$ cat src/rtl/vx_lane_serializer_pkg.sv
// Shared constants for the lane serializer: FSM encoding, scan operator codes
// and the lane-index width helper.
package vx_lane_serializer_pkg;

  localparam logic [0:0] ST_IDLE = 1'b0;
  localparam logic [0:0] ST_BUSY = 1'b1;

  localparam int SCAN_OP_XOR = 0;
  localparam int SCAN_OP_AND = 1;
  localparam int SCAN_OP_OR  = 2;

  // A single lane still needs a one-bit index field.
  function automatic int lane_bits(input int n);
    return (n > 1) ? $clog2(n) : 1;
  endfunction

endpackage

$ cat src/rtl/VX_onehot_encoder.sv
// One-hot to binary encoder; the input is expected to carry at most one set bit.
module VX_onehot_encoder
  import vx_lane_serializer_pkg::*;
#(
  parameter int N  = 1,
  parameter int LN = lane_bits(N)
) (
  input  logic [N-1:0]  data_in,
  output logic [LN-1:0] data_out
);

  always_comb begin
    data_out = '0;
    for (int i = 0; i < N; i++) begin
      if (data_in[i]) data_out = data_out | LN'(i);
    end
  end

endmodule

$ cat src/rtl/VX_scan.sv
// Inclusive prefix scan (XOR/AND/OR) across a bit vector, low to high unless
// REVERSE is set.
module VX_scan
  import vx_lane_serializer_pkg::*;
#(
  parameter int N       = 1,
  parameter int OP      = SCAN_OP_XOR,
  parameter int REVERSE = 0
) (
  input  logic [N-1:0] data_in,
  output logic [N-1:0] data_out
);

  logic [N-1:0] src;
  logic [N-1:0] res;

  always_comb begin
    src      = '0;
    res      = '0;
    data_out = '0;
    for (int i = 0; i < N; i++) begin
      src[i] = (REVERSE != 0) ? data_in[N-1-i] : data_in[i];
    end
    res[0] = src[0];
    for (int i = 1; i < N; i++) begin
      case (OP)
        SCAN_OP_AND: res[i] = res[i-1] & src[i];
        SCAN_OP_OR:  res[i] = res[i-1] | src[i];
        default:     res[i] = res[i-1] ^ src[i];
      endcase
    end
    for (int i = 0; i < N; i++) begin
      data_out[i] = (REVERSE != 0) ? res[N-1-i] : res[i];
    end
  end

endmodule

$ cat src/rtl/vx_lane_serializer.sv
// Serializes the active lanes of one multi-lane request into a valid/ready
// beat stream, lowest lane first, with sop/eop framing and a beat counter.
module vx_lane_serializer
  import vx_lane_serializer_pkg::*;
#(
  parameter  int NUM_LANES  = 4,
  parameter  int DATA_WIDTH = 32,
  localparam int LANE_BITS  = lane_bits(NUM_LANES)
) (
  input  logic                            clk,
  input  logic                            reset_n,
  input  logic                            valid_in,
  input  logic [NUM_LANES-1:0]            mask_in,
  input  logic [NUM_LANES*DATA_WIDTH-1:0] data_in,
  output logic                            ready_in,
  output logic                            valid_out,
  output logic [DATA_WIDTH-1:0]           data_out,
  output logic [LANE_BITS-1:0]            lane_out,
  output logic [LANE_BITS-1:0]            beat_out,
  output logic                            sop_out,
  output logic                            eop_out,
  input  logic                            ready_out
);

  // Handshake rule (both sides): a transfer happens on a rising clk edge where
  // valid and ready are both high; valid holds with stable payload until then.

  logic [0:0]                      busy;
  logic [NUM_LANES-1:0]            pending;
  logic [LANE_BITS-1:0]            beat;
  logic [NUM_LANES*DATA_WIDTH-1:0] data_q;

  logic [NUM_LANES-1:0] prefix;
  logic [NUM_LANES-1:0] onehot;
  logic [NUM_LANES-1:0] remaining;
  logic                 fire_in;
  logic                 fire_out;
  logic                 last_fire;
  logic                 load;

  VX_scan #(
    .N       (NUM_LANES),
    .OP      (SCAN_OP_OR),
    .REVERSE (0)
  ) u_scan (
    .data_in  (pending),
    .data_out (prefix)
  );

  // The first set bit of the OR-scan marks the lowest pending lane.
  assign onehot    = prefix & ~(prefix << 1);
  assign remaining = pending & ~onehot;

  VX_onehot_encoder #(
    .N  (NUM_LANES),
    .LN (LANE_BITS)
  ) u_enc (
    .data_in  (onehot),
    .data_out (lane_out)
  );

  always_comb begin
    data_out = '0;
    for (int i = 0; i < NUM_LANES; i++) begin
      if (onehot[i]) data_out = data_out | data_q[i*DATA_WIDTH +: DATA_WIDTH];
    end
  end

  assign valid_out = (busy == ST_BUSY);
  assign eop_out   = valid_out & (remaining == '0);
  assign sop_out   = valid_out & (beat == '0);
  assign beat_out  = beat;

  assign fire_out  = valid_out & ready_out;
  assign last_fire = fire_out & eop_out;
  // Re-arming on the final beat lets a new request follow with no bubble.
  assign ready_in  = reset_n & (~valid_out | last_fire);
  assign fire_in   = valid_in & ready_in;
  assign load      = fire_in & (|mask_in);

  always_ff @(posedge clk or negedge reset_n) begin
    if (!reset_n) begin
      busy    <= ST_IDLE;
      pending <= '0;
      beat    <= '0;
      data_q  <= '0;
    end else if (load) begin
      busy    <= ST_BUSY;
      pending <= mask_in;
      beat    <= '0;
      data_q  <= data_in;
    end else if (last_fire) begin
      busy    <= ST_IDLE;
      pending <= '0;
      beat    <= '0;
    end else if (fire_out) begin
      pending <= remaining;
      beat    <= beat + LANE_BITS'(1);
    end
  end

endmodule

$ cat config.mk
export PLATFORM = sky130hd
export DESIGN_NAME = vx_lane_serializer
export DESIGN_NICKNAME = d
export VERILOG_FILES = /design/src/rtl/vx_lane_serializer_pkg.sv /design/src/rtl/VX_onehot_encoder.sv /design/src/rtl/VX_scan.sv /design/src/rtl/vx_lane_serializer.sv
export SDC_FILE = /design/constraint.sdc
export NUM_CORES = 1
export LEC_CHECK = 0
export CORE_UTILIZATION = 50
export DETAILED_ROUTE_END_ITERATION = 7
export GPL_TIMING_DRIVEN = 1
export HOLD_SLACK_MARGIN = 0.06
export MAX_ROUTING_LAYER = met4
export PLACE_DENSITY = 0.86
export SYNTH_ARGS = -nofsm -noshare
export SYNTH_HDL_FRONTEND = slang
export SYNTH_HIERARCHICAL = 1
export SYNTH_SLANG_ARGS = --single-unit
$ cat constraint.sdc
create_clock -name clk -period 3.51 [get_ports clk]
set_clock_uncertainty 0.05 [all_clocks]
set_input_delay 0.702 -clock clk [delete_from_list [all_inputs] [get_ports clk]]
set_output_delay 0.702 -clock clk [all_outputs]
set_load 0.005 [all_outputs]
==> metrics.md, run 1 <==
| Metric | Value |
|---|---|
| Status | finished, final reports clean |
| Reg2reg path depth | 8 |
| Root buffer cell | clkbuf_16 |
| Number of detailed-route iterations in the first pass | 5 |
| Synth warn | 6 |
| Post-DP HPWL | about 10000 um |
| Via count | ~4.3k |
| Worst setup SP type | flop |
| Post-Synthesis Cells | 431 |
| Rel. slew slack | about half |
| Crit Path Class | flop to primary output |
| Height of the die | 111 um |
| Initial antenna violation count | 0 |
| Worst-Margin Slew | roughly 0.72 ns |
| Hold Path Class | input port to asynchronous set/reset pin |
| Post-synth top flop | dfrtp_1 |
| DP Worst Slack | 0.430 ns |
| PwrDens | approximately 980 nW/um2 |
| GRT Total Usage | about 27% |
| Final min period | about 3.4 ns |
| Rows | 39 |
| Die W | approximately 110 um |
| TritonCTS clock tree | yes |
| CP Capture Type | primary output |
| Post-Route WL | ~15000 um |
| Grt ovf | 0 |
| CP Data Required Time | approximately 2.8 ns |
| Pin count of the biggest net entering global routing | 59 |
| Filler cells | 730 |
| Clock tree buffer depth | 2 |
| Fmax | about 290 MHz |
| First-pass GRT wire length | about 25000 um |
| DRT iter0 DRCs | between 300 and 400 |
| Tot Pwr | between 8 and 9 mW |
| Worst reg2reg endpoint | data_q[93] |
| Max_cap viols | 0 |
| Final setup viols | 0 |
| Clock Latency Late Sink | about 0.42 ns |
| Final Hold Viols | 0 |
| Critical Path Fanout Max | 19 |
| Number of synthesized flops with an enable pin | 0 |
| Cell variety after synth | 31 |
| Area post-placement | roughly 8000 um2 |
| ANT nets after route | 0 |
| Avg Cell Area, Syn | 13.7 um2 |
| Io pins | 176 |
| Core Region | around 11000 um2 |
| Ant diodes | 0 |
| Setup WS post-layout | between 0.06 and 0.07 ns |
| Worst vdd rail ir drop | between 0.0006 and 0.0007 V |
| Clock Sinks | roughly 140 |
| Num CTS Buffers | 17 |
| Yosys top cell area share | 57.2% |
| P_leak | around 3.6 nW |
| Top cells by area, synth | dfrtp_1, mux2_2, mux2_1 |
| FF-to-FF Start | pending[0] |
| Design area | 8560 um2 |
| Setup TNS | 0 ns |
| Unrepaired setup endpoints after global routing | true |
| Post-synth ARST share | 100% |
| # nets final | 755 |
| Yosys reg bits | ~140 |
| Syn_nets | between 500 and 600 |
| Crit path arrival time | about 2.7 ns |
| Area growth syn-to-layout | 44.8% |
| Tcrit/Tclk final | between 90% and 100% |
| Number of remaining DRC errors | 0 |
| Port Buffers | 175 |
| Die ar. | between 10000 and 15000 um2 |
| Vias per inst | about 5.6 |
| Post-Synthesis Cell Area | about 6000 um2 |
| Register area share after synthesis | between 50% and 60% |
| Slew Viols, Final | 0 |
| Top cell type by total area after synthesis | dfrtp_1 |
| Vias in the first global route | around 4.8k |
| Initial Utilization | roughly half |
| Layout cells sized above 1 | between 20% and 30% |
| DR WL/cell | roughly 20 um |
| Reg2reg setup slack | 0.49 ns |
| Htree depth | 4 |
| Final Wtd Congestion | between 0.8 and 0.9 |
| Clock Pin Slew Worst Setup and Hold Paths | around 0.050 ns |
==> cell type report <==
class,instances,area (um2),share of cell area [%]
Clock buffer,23,498,5.82
Clock inverter,8,95.1,1.11
Inverter,7,30.0,0.351
Multi-Input combinational cell,261,2340,27.3
Sequential cell,135,3380,39.5
Tap cell,143,179,2.09
Timing Repair Buffer,196,2040,23.8
==> where the power goes <==
part	internal [mW]	switching [mW]
Clock	1.13	0.640
Combinational	2.23	1.56
Sequential	2.36	0.483
Total	5.72	2.68
==> cell usage in the layout (no fill, tap or decap), types with 4 or more instances in the layout <==
| cell | Yosys | routed |
|---|---|---|
| inv_1 | 7 | 6 |
| a22oi_1 | 64 | 59 |
| buf_12 | 0 | 9 |
| mux2_2 | 74 | 74 |
| nand2_1 | 37 | 37 |
| dfrtp_1 | 135 | 134 |
| clkdlybuf4s50_1 | 0 | 172 |
| clkbuf_16 | 0 | 17 |
| clkinv_2 | 0 | 4 |
| mux2_1 | 55 | 55 |
| clkbuf_8 | 0 | 5 |
| a22oi_2 | 0 | 5 |
| buf_4 | 8 | 10 |
==> logic make-up (layout without fill, tap and decap cells) <==
group	Yosys count	in the layout	synth area share (%)
multiplexers	130	130	24.7
adder cells (fa/ha/maj)	1	1	0.212
AND/OR/NAND/NOR	53	53	4.23
buffers and inverters	35	234	3.70
AO/OA/AOI/OAI	77	77	9.95
flip-flops	135	135	57.2
==> worst max path at each step <==
stage                          start            to  slack [ns]  cells after the start
after CTS                 pending[0]      ready_in        0.01                      8
after detailed placement  pending[0]      ready_in        0.43                      8
after global routing      pending[0]      ready_in       -0.06                      8
after floorplan           pending[1]      ready_in        1.18                      6
after global placement    pending[1]  data_out[14]        0.49                      7
final                     pending[0]      ready_in        0.06                      8
==> Yosys cell counts, types with 2 or more instances <==
master,number
or4_1,2
a22oi_1,64
nand2_1,37
mux2_1,55
inv_1,7
clkbuf_1,4
and2_1,2
o2bb2ai_1,2
nor2_1,2
o21ai_0,3
a21oi_1,3
buf_6,6
mux2_2,74
buf_4,8
or2_1,3
buf_1,8
nand2b_1,2
dfrtp_1,135
or3_1,2
==> registers in the layout (all words and copies together) (netlist names) <==
signal and flops:
beat_out 2, valid_out 1, pending 4, data_q 128
==> worst max-delay path: stages, from the launching register on <==
cell and delay, ns:
dfrtp_2 0.44, buf_12 0.17, or4_1 0.50, nand2b_1 0.13
a21oi_1 0.13, o211ai_2 0.22, nand2_1 0.09, and2_1 0.16
clkdlybuf4s50_1 0.43
==> through the flow <==
stage,utilization [%],hold slack (ns),cells
floorplan,-,0.356,431
global placement,68.6,0.419,737
detailed placement,68.6,0.425,737
CTS,74.1,0.0727,771
global route,74.6,0.0823,773
finish,74.6,0.0862,773
==> what timing repair did <==
| item | 4_1_cts | 5_1_grt |
|---|---|---|
| endpoints found under the setup margin | 3 | 33 |
| pin swaps | 1 | 1 |
| setup buffers | 3 | 2 |
| gates resized for setup | 2 | 12 |
| hold buffers | 0 | 0 |
==> per-layer routing <==
metal / wire length, um / part of all wire [%] / vias up / GRT usage, %
met1: 6140 / 40 / 2177 / 31.5
met3: 842 / 5.5 / 29 / 7.16
met2: 7960 / 52 / 177 / 45.6
met4: 261 / 1.7 / 0 / 9.60
met5: 0 / 0 / - / -
li1: - / - / 1951 / -
No activity file was read; power rests on OpenSTA's default activity.
==> run 2: changes to the inputs <==
--- a/config.mk
+++ b/config.mk
@@ -10,8 +10,7 @@
 export GPL_TIMING_DRIVEN = 1
 export HOLD_SLACK_MARGIN = 0.06
 export MAX_ROUTING_LAYER = met4
-export PLACE_DENSITY = 0.86
+export PLACE_DENSITY = 0.85
 export SYNTH_ARGS = -nofsm -noshare
 export SYNTH_HDL_FRONTEND = slang
-export SYNTH_HIERARCHICAL = 1
 export SYNTH_SLANG_ARGS = --single-unit
==> constraint.sdc (replaced) <==
create_clock -name clk -period 4.1 [get_ports clk]
set_clock_uncertainty 0.05 [all_clocks]
set_input_delay 0.82 -clock clk [delete_from_list [all_inputs] [get_ports clk]]
set_output_delay 0.82 -clock clk [all_outputs]
set_load 0.005 [all_outputs]
==> metrics.md, run 2 <==
| Metric | Value |
|---|---|
| First-pass GRT wire length | 24400 um (-2.0%) |
| Yosys top cell area share | 53.0% (-4.1 points) |
| CP Capture Type | primary output |
| Avg Cell Area, Syn | 13.6 um2 (-0.73%) |
| Die W | 115 um (+3.8%) |
| TritonCTS clock tree | yes |
| Max_cap viols | 0 (unchanged) |
| Yosys reg bits | 135 (unchanged) |
| Setup bufs post-CTS | 0 (-3) |
| Top cell type by total area after synthesis | dfrtp_1 |
| Clock Pin Slew Worst Setup and Hold Paths | 0.06 ns (about the same) |
| Clock tree buffer depth | 2 (unchanged) |
| Grt ovf | 0 (unchanged) |
| Tcrit/Tclk final | approximately 85% |
| # nets final | 768 (+1.7%) |
| ANT nets after route | 0 (unchanged) |
| Final Wtd Congestion | 0.755 (-13%) |
| Design area | 8740 um2 (+2.2%) |
| Hold buffer count at cts | 0 (unchanged) |
| Setup WS post-layout | 0.628 ns (+0.564 ns) |
| Vias per inst | 5.50 (-1.9%) |
| Unrepaired setup endpoints after global routing | false |
| Die ar. | 13200 um2 (+7.6%) |
| Critical Path Fanout Max | 69 (+50) |
| Top cells by count, synth | dfrtp_1, mux2_2, mux2_4 |
| Synth warn | 0 (-6) |
| Worst-Margin Slew | 1.05 ns (+0.330 ns) |
| Clock Sinks | 135 (unchanged) |
| Crit Path Class | flop to primary output |
| Most frequent cells in the layout | clkdlybuf4s50_1, dfrtp_1, mux2_2 |
| Initial Utilization | 52.2% (+0.63 points) |
| DR WL/cell | 18.8 um (-4.5%) |
| Post-synth ARST share | 100% (unchanged) |
| Htree depth | 4 (unchanged) |
| Setup TNS | 0 ns (unchanged) |
| Core Region | 12200 um2 (+6.5%) |
| Io pins | 176 (unchanged) |
| Num CTS Buffers | 17 (unchanged) |
| Clock Latency Late Sink | 0.42 ns (about the same) |
| Final Hold Viols | 0 (unchanged) |
| Met3 WL post-DR | 926 um (+10%) |
| Final min period | roughly 3.5 ns |
| Max Used Layer | met4 |
| Status | finished, final reports clean |
| Rows | 40 (+2.6%) |
| Number of remaining DRC errors | 0 (unchanged) |
| Number of detailed-route iterations in the first pass | 4 (-1) |
| Most common cell after layout, fill and taps aside | clkdlybuf4s50_1 |
| Worst vdd rail ir drop | 0.000344 V (-50%) |
| Area growth syn-to-layout | 37.2% |
| Final setup viols | 0 (unchanged) |
| GRT Total Usage | 25.3% (-1.9 points) |
| Number of synthesized flops with an enable pin | 0 (unchanged) |
| Ant diodes | 0 (unchanged) |
| PwrDens | 584 nW/um2 (-41%) |
| Post-Synthesis Cells | 468 (+8.6%) |
| Rel. slew slack | 29.7% (-22 points) |
| Via count | 4468 (+3.1%) |
| Layout cells sized above 1 | 26.7% (+4.6 points) |
| CP Data Required Time | 3.23 ns (+0.47 ns) |
| Syn_nets | 605 (+6.5%) |
| DRT iter0 DRCs | 261 (-22%) |
| Vias in the first global route | 4920 (+1.7%) |
| Post-DP HPWL | 9630 um (-7.7%) |
| Max reg flops | 128 (unchanged) |
| Cell variety after synth | 32 (+3.2%) |
| DP Worst Slack | 0.910 ns (+0.480 ns) |
| Top cells by area, synth | dfrtp_1, mux2_2, mux2_4 |
| Top-count cell post-synth | dfrtp_1 |
| Crit path arrival time | 2.60 ns (-0.09 ns) |
| Post-Route WL | 15300 um (+0.34%) |
| WL met2 | 7440 um (-6.5%) |
| Port Buffers | 175 (unchanged) |
| P_leak | 3.59 nW (-0.88%) |
| Hold Path Class | input port to asynchronous set/reset pin |
| Post-synth top flop | dfrtp_1 |
| Biggest register | data_q |
| Post-Synthesis Cell Area | 6370 um2 (+7.8%) |
| Root buffer cell | clkbuf_16 |
| Register area share after synthesis | 53.0% (-4.1 points) |
| Fmax | roughly 290 MHz |
| Initial antenna violation count | 0 (unchanged) |
| Post-CTS sizing | 0 (-2) |
| Pin count of the biggest net entering global routing | 74 (+25%) |
| Worst setup SP type | flop |
| Slew Viols, Final | 0 (unchanged) |
| Height of the die | 115 um (+3.8%) |
| Area post-placement | 8150 um2 (+3.6%) |
| Routed met1 length | 6570 um (+6.9%) |
==> run 2: worst paths after layout <==
kind | slack, ns | startpoint | cells past startpoint | end
worst max-delay path | 0.63 | pending[0] | 6 | ready_in
worst min register to register | 0.46 | data_q[87] | 1 | data_q[87]
min in group clk | 0.46 | data_q[87] | 1 | data_q[87]
worst min-delay path | 0.33 | reset_n | 1 | data_q[55]
worst max register to register | 1.24 | pending[0] | 6 | data_q[7]
max in group asynchronous | 2.22 | reset_n | 2 | pending[1]
==> run 2: layer usage <==
layer | track usage (%) | vias up
met5 | - | -
met4 | 11.3 | 0
met3 | 7.22 | 32
met2 | 40.6 | 148
met1 | 29.5 | 2250
li1 | - | 2038
==> run 2: area by class of cell <==
type,instances,area [um2]
Clock buffer,24,492
Inverter,4,15.0
Fill cell,857,3470
Multi-Input combinational cell,291,2730
Clock inverter,8,95.1
Tap cell,168,210
Timing Repair Buffer,182,1820
Sequential cell,135,3380
==> run 2: cell families (layout without fill, tap and decap cells) <==
family	after synthesis	after routing	share of synthesized area [%]
compound gates	79	79	9.47
fa+ha+maj	1	1	0.196
buf+inv	42	218	4.12
flops	135	135	53.0
mux	129	129	26.0
simple gates	82	82	7.23
==> run 2: critical path: stages (launching register included) <==
cell and delay (ns):
dfrtp_2 0.35, buf_4 0.62, a211oi_2 0.17, o21ai_1 0.29, nand2_1 0.11, and2_1 0.17
clkdlybuf4s50_1 0.48
==> run 2: where the power goes <==
| part | switching, mW | internal [mW] | leakage, nW | total (mW) |
|---|---|---|---|---|
| Clock | 0.539 | 0.954 | 0.286 | 1.49 |
| Sequential | 0.235 | 1.73 | 1.59 | 1.97 |
| Combinational | 0.604 | 1.04 | 1.72 | 1.65 |
==> run 2: through the flow <==
step                hold slack, ns  power (mW)  util (%)  cells
floorplan                    0.431        2.90         -    468
global placement             0.440        3.54      66.8    780
detailed placement           0.443        3.61      66.8    780
CTS                          0.353        5.14      71.6    812
global route                 0.371        5.36      71.6    812
finish                       0.333        5.11      71.6    812
==> run 3: changes to the inputs <==
--- a/config.mk
+++ b/config.mk
@@ -5,12 +5,12 @@
 export SDC_FILE = /design/constraint.sdc
 export NUM_CORES = 1
 export LEC_CHECK = 0
-export CORE_UTILIZATION = 50
+export CORE_UTILIZATION = 44
 export DETAILED_ROUTE_END_ITERATION = 7
 export GPL_TIMING_DRIVEN = 1
 export HOLD_SLACK_MARGIN = 0.06
 export MAX_ROUTING_LAYER = met4
-export PLACE_DENSITY = 0.85
+export PLACE_DENSITY = 0.79
 export SYNTH_ARGS = -nofsm -noshare
 export SYNTH_HDL_FRONTEND = slang
 export SYNTH_SLANG_ARGS = --single-unit
==> constraint.sdc (replaced) <==
create_clock -name clk -period 2.8 [get_ports clk]
set_clock_uncertainty 0.05 [all_clocks]
set_input_delay 0.56 -clock clk [delete_from_list [all_inputs] [get_ports clk]]
set_output_delay 0.56 -clock clk [all_outputs]
set_load 0.005 [all_outputs]
==> metrics.md, run 3 (synthesis gave the netlist of run 2 again) <==
| Metric | Value |
|---|---|
| Grt ovf | 0 (unchanged) |
| Clock Sinks | 135 (unchanged) |
| # nets final | 780 (+1.6%) |
| Clock Latency Late Sink | 0.41 ns (about the same) |
| Final Wtd Congestion | 0.785 (+4.0%) |
| Met2 GRT Util | 36.6% (-4.0 points) |
| Most common cell after layout, fill and taps aside | clkdlybuf4s50_1 |
| Unrepaired setup endpoints after global routing | true |
| Clock Pin Slew Worst Setup and Hold Paths | 0.06 ns (about the same) |
| Initial Utilization | 45.5% (-6.6 points) |
| Crit Path Class | flop to primary output |
| Layout cells sized above 1 | 29.6% (+2.9 points) |
| Crit path arrival time | 2.12 ns (-0.48 ns) |
| Max reg flops | 128 (unchanged) |
| Area growth syn-to-layout | 42.3% |
| Final min period | between 2 and 3 ns |
| ANT nets after route | 0 (unchanged) |
| Worst-Margin Slew | 0.969 ns (-0.0849 ns) |
| Vias in the first global route | 4818 (-2.1%) |
| Port Buffers | 175 (unchanged) |
| Most frequent cells in the layout | clkdlybuf4s50_1, dfrtp_1, mux2_2 |
| GRT Max-Usage Layer | met2 |
| Initial antenna violation count | 0 (unchanged) |
| Rows | 43 (+7.5%) |
| Ant diodes | 0 (unchanged) |
| Core Util, Final | 64.8% (-6.8 points) |
| Worst vdd rail ir drop | 0.000503 V (+46%) |
| Die W | 122 um (+6.5%) |
| Critical Path Fanout Max | 19 (-72%) |
| Slew Viols, Final | 0 (unchanged) |
| CP Data Required Time | 2.19 ns (-1.04 ns) |
| Io pins | 176 (unchanged) |
| Clock tree buffer depth | 2 (unchanged) |
| Num CTS Buffers | 17 (unchanged) |
| Post-Route WL | 15700 um (+2.9%) |
| Root buffer cell | clkbuf_16 |
| DR WL/cell | 18.8 um (about the same) |
| Core Region | 14000 um2 (+15%) |
| Tcrit/Tclk final | between 90% and 100% |
| Met3 Track Usage GR | 6.04% (-1.2 points) |
| Fmax | between 300 and 400 MHz |
| Height of the die | 122 um (+6.5%) |
| First-pass GRT wire length | 25000 um (+2.3%) |
| P_leak | 3.79 nW (+5.7%) |
| Final setup viols | 0 (unchanged) |
| Via count | 4513 (+1.0%) |
| Reg2reg path depth | 6 (unchanged) |
| Pin count of the biggest net entering global routing | 76 (+2.7%) |
| Final Hold Viols | 0 (unchanged) |
| Number of remaining DRC errors | 0 (unchanged) |
| TritonCTS clock tree | yes |
| Rel. slew slack | 35.2% (+5.5 points) |
| Biggest register | data_q |
| GRT Total Usage | 22.8% (-2.4 points) |
| Status | finished, final reports clean |
| Vias per inst | 5.40 (-1.9%) |
| PwrDens | 874 nW/um2 (+49%) |
| Setup WS post-layout | 0.0714 ns (-0.556 ns) |
| Hold Path Class | input port to asynchronous set/reset pin |
| Worst setup SP type | flop |
| DP Worst Slack | -0.201 ns (-1.11 ns) |
| CP Capture Type | primary output |
| Number of detailed-route iterations in the first pass | 4 (unchanged) |
| Met1 Use GR | 27.8% (-1.7 points) |
| Post-DP HPWL | 10500 um (+8.7%) |
| Max_cap viols | 0 (unchanged) |
| Tot Pwr | 7.92 mW (+55%) |
| Htree depth | 4 (unchanged) |
| Die ar. | 15000 um2 (+13%) |
| DRT iter0 DRCs | 268 (+2.7%) |
| Hold buffer count at cts | 0 (unchanged) |
==> run 3: stage by stage <==
step	cell area, um2	cells	hold slack (ns)	setup TNS, ns
6_report	9060	836	0.266	0
5_1_grt	9060	836	0.329	-0.0358
3_5_place_dp	8290	802	0.442	-16.57
2_1_floorplan	6370	468	0.214	0
4_1_cts	8990	834	0.297	0
3_3_place_gp	8290	802	0.441	-6.42
==> run 3: cell type report <==
| cell class | count | area (um2) |
|---|---|---|
| clock buffer | 19 | 453 |
| timing repair buffer | 194 | 2000 |
| multi-input combinational | 291 | 2760 |
| sequential | 135 | 3380 |
| inverter | 4 | 15.0 |
| fill | 1032 | 4920 |
| clock inverter | 13 | 225 |
| tap | 180 | 225 |
==> run 3: what timing repair did <==
item / CTS / global route
setup endpoints to repair: 33 / 33
resized for setup: 7 / 16
buffers inserted: 0 / 2
==> run 3: worst max-delay path: stages, from the launching register on <==
cell             delay [ns]
dfrtp_2                0.46
nor3_4                 0.20
and2_4                 0.19
buf_12                 0.17
a221o_1                0.17
clkdlybuf4s50_1        0.51
==> run 3: layer usage <==
layer  vias to the layer above  wire length (um)
li1                       2058                 -
met1                      2286              6860
met2                       147              7590
met3                        22               987
met4                         0               268
met5                         -                 0
==> run 3: final timing paths <==
path / from / endpoint / slack, ns
min: reset_n / valid_out / 0.27
max in group asynchronous: reset_n / data_q[127] / 0.97
max reg2reg: pending[1] / data_q[30] / 0.15
max: pending[0] / data_out[27] / 0.07
min in group clk: data_q[54] / data_q[54] / 0.46
min reg2reg: data_q[54] / data_q[54] / 0.46
==> run 3: power by group <==
group | total [mW] | internal [mW] | leakage (nW) | switching [mW]
logic | 2.48 | 1.59 | 1.87 | 0.893
clock network | 2.53 | 1.71 | 0.333 | 0.817
registers | 2.91 | 2.54 | 1.59 | 0.368
